<file path="src/rtl/sevenseg_scan.sv">
// Time-multiplexed driver for an 8-digit common-anode 7-segment display.
// Scans one digit per prescaler tick. New data is shown only at frame boundaries.
// Optional feature: define SEVENSEG_LZB_EN to enable leading-zero blanking.
module sevenseg_scan #(
  parameter int unsigned DIV_BITS = 18,
  parameter int unsigned DIGITS   = 8
) (
  input  logic                  CLK100MHZ,
  input  logic                  reset,
  input  logic [4*DIGITS-1:0]   data,
  input  logic                  load,
  input  logic [DIGITS-1:0]     blank,
  output logic [6:0]            seg,
  output logic [DIGITS-1:0]     an,
  output logic                  frame
);

  localparam int unsigned CntW = $clog2(DIGITS);

  logic [DIV_BITS-1:0]   presc_q, presc_d;
  logic [CntW-1:0]       cnt_q, cnt_d;
  logic [4*DIGITS-1:0]   pend_q, pend_d;
  logic                  pend_v_q, pend_v_d;
  logic [4*DIGITS-1:0]   shown_q, shown_d;
  logic [DIGITS-1:0]     an_q, an_d;
  logic [6:0]            seg_q, seg_d;
  logic                  frame_q, frame_d;

  logic                  tick;
  logic                  boundary;
  logic [3:0]            nibble;
  logic                  lzb_sup;

  // Active-low glyph for one hex nibble, {g,f,e,d,c,b,a}.
  function automatic logic [6:0] hex_glyph(input logic [3:0] n);
    logic [6:0] g;
    case (n)
      4'h0: g = 7'b1000000;
      4'h1: g = 7'b1111001;
      4'h2: g = 7'b0100100;
      4'h3: g = 7'b0110000;
      4'h4: g = 7'b0011001;
      4'h5: g = 7'b0010010;
      4'h6: g = 7'b0000010;
      4'h7: g = 7'b1111000;
      4'h8: g = 7'b0000000;
      4'h9: g = 7'b0010000;
      4'hA: g = 7'b0001000;
      4'hB: g = 7'b0000011;
      4'hC: g = 7'b1000110;
      4'hD: g = 7'b0100001;
      4'hE: g = 7'b0000110;
      default: g = 7'b0001110;
    endcase
    return g;
  endfunction

  assign tick     = &presc_q;
  assign boundary = tick && (cnt_q == CntW'(DIGITS - 1));
  assign nibble   = shown_q[4*cnt_q +: 4];

`ifdef SEVENSEG_LZB_EN
  logic [CntW-1:0] msnz_q, msnz_d;

  // Index of the most significant nonzero nibble of the shown word (0 if none).
  always_comb begin
    msnz_d = '0;
    for (int i = 1; i < int'(DIGITS); i++) begin
      if (shown_q[4*i +: 4] != 4'h0) msnz_d = CntW'(i);
    end
  end

  // Registered one cycle behind shown; digit 0 is never above msnz.
  always_ff @(posedge CLK100MHZ or posedge reset) begin
    if (reset) msnz_q <= '0;
    else       msnz_q <= msnz_d;
  end

  assign lzb_sup = (cnt_q > msnz_q);
`else
  assign lzb_sup = 1'b0;
`endif

  // Next-state: prescaler, digit index, double-buffered display word, outputs.
  always_comb begin
    presc_d  = presc_q + 1'b1;
    cnt_d    = cnt_q;
    pend_d   = pend_q;
    pend_v_d = pend_v_q;
    shown_d  = shown_q;

    if (tick) cnt_d = boundary ? '0 : cnt_q + 1'b1;

    if (boundary) begin
      // A load on the boundary itself bypasses and discards the pending word.
      if (load)          shown_d = data;
      else if (pend_v_q) shown_d = pend_q;
      pend_v_d = 1'b0;
    end else if (load) begin
      pend_d   = data;
      pend_v_d = 1'b1;
    end

    // Blanking is by anode only; seg still carries the glyph.
    an_d    = (blank[cnt_q] || lzb_sup) ? '1 : ~(DIGITS'(1) << cnt_q);
    seg_d   = hex_glyph(nibble);
    frame_d = boundary;
  end

  // State and registered outputs.
  always_ff @(posedge CLK100MHZ or posedge reset) begin
    if (reset) begin
      presc_q  <= '0;
      cnt_q    <= '0;
      pend_q   <= '0;
      pend_v_q <= 1'b0;
      shown_q  <= '0;
      an_q     <= '1;
      seg_q    <= 7'h7F;
      frame_q  <= 1'b0;
    end else begin
      presc_q  <= presc_d;
      cnt_q    <= cnt_d;
      pend_q   <= pend_d;
      pend_v_q <= pend_v_d;
      shown_q  <= shown_d;
      an_q     <= an_d;
      seg_q    <= seg_d;
      frame_q  <= frame_d;
    end
  end

  assign an    = an_q;
  assign seg   = seg_q;
  assign frame = frame_q;

endmodule

</file>
<file path="config.mk">
export PLATFORM = sky130hd
export DESIGN_NAME = sevenseg_scan
export DESIGN_NICKNAME = d
export VERILOG_FILES = /design/src/rtl/sevenseg_scan.sv
export SDC_FILE = /design/constraint.sdc
export NUM_CORES = 1
export LEC_CHECK = 0
export CAP_MARGIN = 15
export CORE_MARGIN = 2
export CORE_UTILIZATION = 40
export DETAILED_ROUTE_END_ITERATION = 16
export MAX_ROUTING_LAYER = met4
export SETUP_SLACK_MARGIN = 0.05
export SYNTH_ARGS = -nofsm -noshare
export SYNTH_HDL_FRONTEND = slang
export SYNTH_SLANG_ARGS = --single-unit
export TNS_END_PERCENT = 10
</file>
<file path="constraint.sdc">
create_clock -name CLK100MHZ -period 3.55 [get_ports CLK100MHZ]
set_input_delay 0.71 -clock CLK100MHZ [delete_from_list [all_inputs] [get_ports CLK100MHZ]]
set_output_delay 0.71 -clock CLK100MHZ [all_outputs]
set_load 0.1 [all_outputs]
</file>
After elaboration in Yosys (flattened, before gate mapping)
Memories as Yosys holds them, arrays and structs flattened. A register that Yosys moved wholly into a read port is not among the register bits.
Index checks and enable logic that the tools add are counted.
{ "word_totals": {"input_bits": 43, "romBits": 112, "elab_cells": 30, "regBits": 95, "output_inout_bits": 16, "memories": 1} }
{ "mem_list": {"columns": ["name", "depth", "word_bits", "rd", "rd_clocked_by_memory_dff", "write_ports", "line", "rtl"], "rows": [
  ["(no name shown)", 16, 7, 1, 1, 0, "37", "case (n)"]
]} }
{ "op_classes": {"muxes": 8, "bitwise_logic": 2, "shift": 2, "add_sub_neg": 2, "eq_ne": 1, "magnitude_cmp": 1, "reduce_logical": 6} }
{ "ops": {"columns": ["operator", "count"], "rows": [
  ["two-way mux 32 bit", 2],
  ["indexed part select 32 x 6 -> 4 bit", 1],
  ["adder 18 x 1 -> 18 bit (second input constant)", 1],
  ["AND reduction 18 bit", 1],
  ["two-way mux 8 bit", 1],
  ["NOT 8 bit", 1],
  ["<< shifter 1 x 3 -> 8 bit (first input constant)", 1],
  ["less-than comparator 3 x 4 -> 1 bit (second input constant)", 1],
  ["AND reduction 2 bit", 2],
  ["nonzero test 2 bit", 2],
  ["adder 3 x 1 -> 3 bit (second input constant)", 1],
  ["binary-select mux 1 bit (select 3 bit)", 1],
  ["== test 3 bit (second input constant)", 1],
  ["two-way mux 1 bit", 3],
  ["two-way mux 3 bit", 1],
  ["logical AND 1 bit", 1],
  ["NOT 1 bit", 1]
]} }

Logic depth before layout (Yosys ltp)
{ "logic_depth": {"depth_word": 4, "ltp_mapped": 8, "mapped_depth_nobuf": 7} }

Worst setup path before layout
No wires, ideal clock.
{ "synth_path": {"kind": "register to register", "from": "register cnt_q[0]", "to": "register seg_q[4], in the netlist seg[4]", "period_less_slack_ns": 2.252, "path_buffers": 1, "required_time_ns": 3.471, "path_slack_ns": 1.298, "setup_time_ns": 0.079, "arrival_time_ns": 2.173, "path_stages_with_launch": 8, "cell_sequence": "dfrtp_1 > buf_6 > mux4_2 > mux2i_1 > inv_1 > ha_1 > mux2_2 > o21ai_0"} }
{ "synth_via": {"elab_chain_len": 1} }
{ "synth_rtl": {"columns": ["item", "line", "rtl"], "rows": [
  ["start: declaration", "21", "logic [CntW-1:0] cnt_q, cnt_d;"],
  ["start signal: assignment", "123", "cnt_q <= cnt_d;"],
  ["indexed part select 32 x 6 -> 4 bit", "60", "assign nibble = shown_q[4*cnt_q +: 4];"],
  ["end: declaration", "26", "logic [6:0] seg_q, seg_d;"]
]} }
No other way between the ends.
A chain may end at the register's enable or synchronous reset.

Worst setup path after layout
{ "layout_path": {"from": "register cnt_q[0]", "to": "register shown_q[22]"} }
{ "layout_via": {"elab_chain_len": 3} }
{ "layout_rtl": {"columns": ["item", "line", "rtl"], "rows": [
  ["== test 3 bit", "59", "assign boundary = tick && (cnt_q == CntW'(DIGITS - 1));"],
  ["logical AND 1 bit", "59", null],
  ["AND reduction 2 bit (no line)", null, null],
  ["end signal: assignment", "126", "shown_q <= shown_d;"],
  ["end: declaration", "24", "logic [4*DIGITS-1:0] shown_q, shown_d;"]
]} }
No other way between the ends.

==> flow_summary.ini <==
[placement]
port_buffers = 58
gp_congestion = 0.783
dp_hpwl_mm = 7.96
placed_area_mm2 = 0.00591

[cts]
post_cts_resized = 0
tritoncts = built
htreeDepth = 3
hold_buffers = 0
root_buffer = clkbuf_16
clock_sinks = 102
cts-buffers-inserted = 9
clkLatencyLatePin_ns = 0.35
cts_max_path_buffers = 2
post_cts_buffers = 0
clk_pin_slew_ns = 0.07

[global_route]
grt.busiest_layer = met2
antenna_found_initial = 0
grt_use_total_pct = 18.6
grtUsageMet2_pct = 28.8
first_global_vias = 3807
grt_util_met3_pct = 5.16
grt_start_max_net_pins = 58
grt_pass1_wl_mm = 20.2
grt_use_met1_pct = 24.1
gr-total-overflow = 0

[synth]
synthFlopType = dfrtp_1
syn_nets = 491
ys_types = 45
syn_area_mm2 = 0.00525
synth_seq_area_share_pct = 48.9
ys.warnings.count = 0
synth-edff-count = 0
synth-seq-cells = 102
synthArstFlopShare_pct = 100
avgSynthCellArea_um2 = 12.0
synth_cells = 436

[timing]
final-hold-violation-count = 0
finalSetupTns_ns = 0
period_needed_ns = 2.79
finalCritPeriodShare_pct = 78.5
relSlewSlack_pct = 35.7
slew_violations = 0
setup_viol = 0
max_freq_mhz = 359
skew_ns = 0.00791
whs_ns = 0.465
tightestPinTransition_ns = 0.962
rsz0062_at_grt = false

[cells_and_area]
drive_above_1_share_pct = 23.0
diodes = 0
area_growth_pct = 17.9
final_area_mm2 = 0.00620
nets = 533

[die]
fp.dieW_um = 119
start_util_pct = 41.3
pin_count = 59
die-area_mm2 = 0.0141
core-area_mm2 = 0.0127
std_cell_rows = 41
die_h_um = 119

[setup_path]
cp_max_fo = 15
crit_slowest_cell = dfrtp_1
arrival_ns = 3.05
cp-end-kind = flip-flop
startpoint_type = flip-flop
crit_required_ns = 3.81
path_cells = ha_1 -> ha_1 -> and3_1 -> nand3_1 -> o2bb2ai_1
path_common_cell = ha_1
crit_type = flip-flop to flip-flop
crit_path_max_incr_delay_ns = 0.80

[job]
cap_viol_max_count = 0

[run_status]
status = complete, no violations

[drt]
drtPass1Iterations = 5
drc = 0
drt_wl_total_mm = 12.0
vias_per_cell = 5.78
post_drt_wl_per_cell_um = 18.4
ant_nets = 0
drt_iter0_drc = 328
num_vias = 3789

[power]
ir_worst_vdd_uv = 320
leakage_nw = 2.49
p_per_area_mw_per_mm2 = 425

[hold_path]
hold_class = flip-flop to flip-flop
## registers in the layout (all words and copies together), names as in the netlist
register and flops:
seg 7, cnt_q 3, pend_q 32, pend_v_q 1, presc_q 18, an 8
frame 1, shown_q 32
## where the power goes
part           switching, mW  internal (mW)
combinational          0.226          0.171
clock                  0.404          0.535
sequential            0.0487           1.25
## kinds of logic (layout without fill, tap and decap cells)
group / after synthesis / count (layout) / share of synthesized area [%]
fa+ha+maj: 12 / 12 / 2.86
flops: 102 / 102 / 48.9
compound gates: 93 / 93 / 14.2
simple gates: 83 / 83 / 10.0
mux: 58 / 58 / 15.0
xor+xnor: 17 / 17 / 2.83
buf+inv: 71 / 118 / 6.14
## layer usage
layer	vias up	wire (um)
met4	0	266
li1	1736	-
met5	-	0
met3	22	667
met1	1904	5570
met2	127	5540
## cells in the final DEF, fill, tap and decap left out, types with 2 or more instances in the layout
cell type / count
inv_1: 29
dfstp_2: 15
and4_1: 3
mux2i_4: 2
xor2_1: 4
xnor2_1: 13
o2bb2ai_1: 11
buf_4: 26
a221oi_1: 22
nand3_1: 10
and3_1: 7
nand2_2: 2
clkbuf_8: 3
clkbuf_1: 4
clkbuf_16: 9
dfrtp_1: 87
and2_1: 9
ha_1: 12
mux4_2: 9
nor2_1: 7
mux2_2: 35
o32ai_1: 22
a31oi_1: 27
o21ai_0: 2
nand2_1: 14
mux2i_1: 8
nand4b_1: 22
nor3_1: 2
a22oi_1: 5
inv_2: 2
clkdlybuf4s50_1: 43
## critical path: cells and delay by family (launching register included)
family                   cells  cell delay [ns]
AND/OR/NAND/NOR              2             1.03
flip-flops                   1             0.80
adder cells (fa/ha/maj)      2             0.59
AO/OA/AOI/OAI                1             0.27
## Yosys cell counts, types with 8 or more instances
master     number  area [um^2]
nand4b_1       22          193
dfstp_2        15          394
nand2_1        14         52.6
and2_1          9         56.3
mux2_2         35          394
mux2i_1         8         80.1
inv_1          30          113
a31oi_1        27          169
o2bb2ai_1      11         96.3
a221oi_1       22          193
dfrtp_1        87         2180
ha_1           12          150
o32ai_1        22          193
nand3_1        10         50.1
clkbuf_1       25         93.8
mux4_2          9          203
xnor2_1        13          114
## through the flow
step / cells / utilization [%] / total power, mW / worst slack, ns
after floorplan: 436 / - / 1.59 / 0.189
after global placement: 639 / 46.5 / 1.71 / 0.870
after detailed placement: 639 / 46.5 / 1.72 / 0.810
after CTS: 655 / 48.7 / 2.67 / 0.795
after global routing: 655 / 48.7 / 2.76 / 0.568
final: 655 / 48.7 / 2.64 / 0.763
## cell type report
type,count,area [um^2]
Inverter,32,123
Tap cell,172,215
Fill cell,1191,6530
Clock buffer,16,282
Multi-Input combinational cell,263,2360
Sequential cell,102,2570
Timing Repair Buffer,70,646
## path summary, 6_finish.rpt
| check | from | to | slack [ns] | depth (start not counted) |
|---|---|---|---|---|
| worst max-delay path | cnt_q[0] | shown_q[22] | 0.76 | 5 |
| worst min-delay path | presc_q[12] | presc_q[12] | 0.47 | 1 |
| worst max register to register | cnt_q[0] | shown_q[22] | 0.76 | 5 |
| worst min register to register | presc_q[12] | presc_q[12] | 0.47 | 1 |
| max in group asynchronous | reset | an[6] | 1.96 | 3 |
| min in group asynchronous | reset | pend_q[29] | 0.84 | 2 |
No activity file was read; power rests on OpenSTA's default activity.
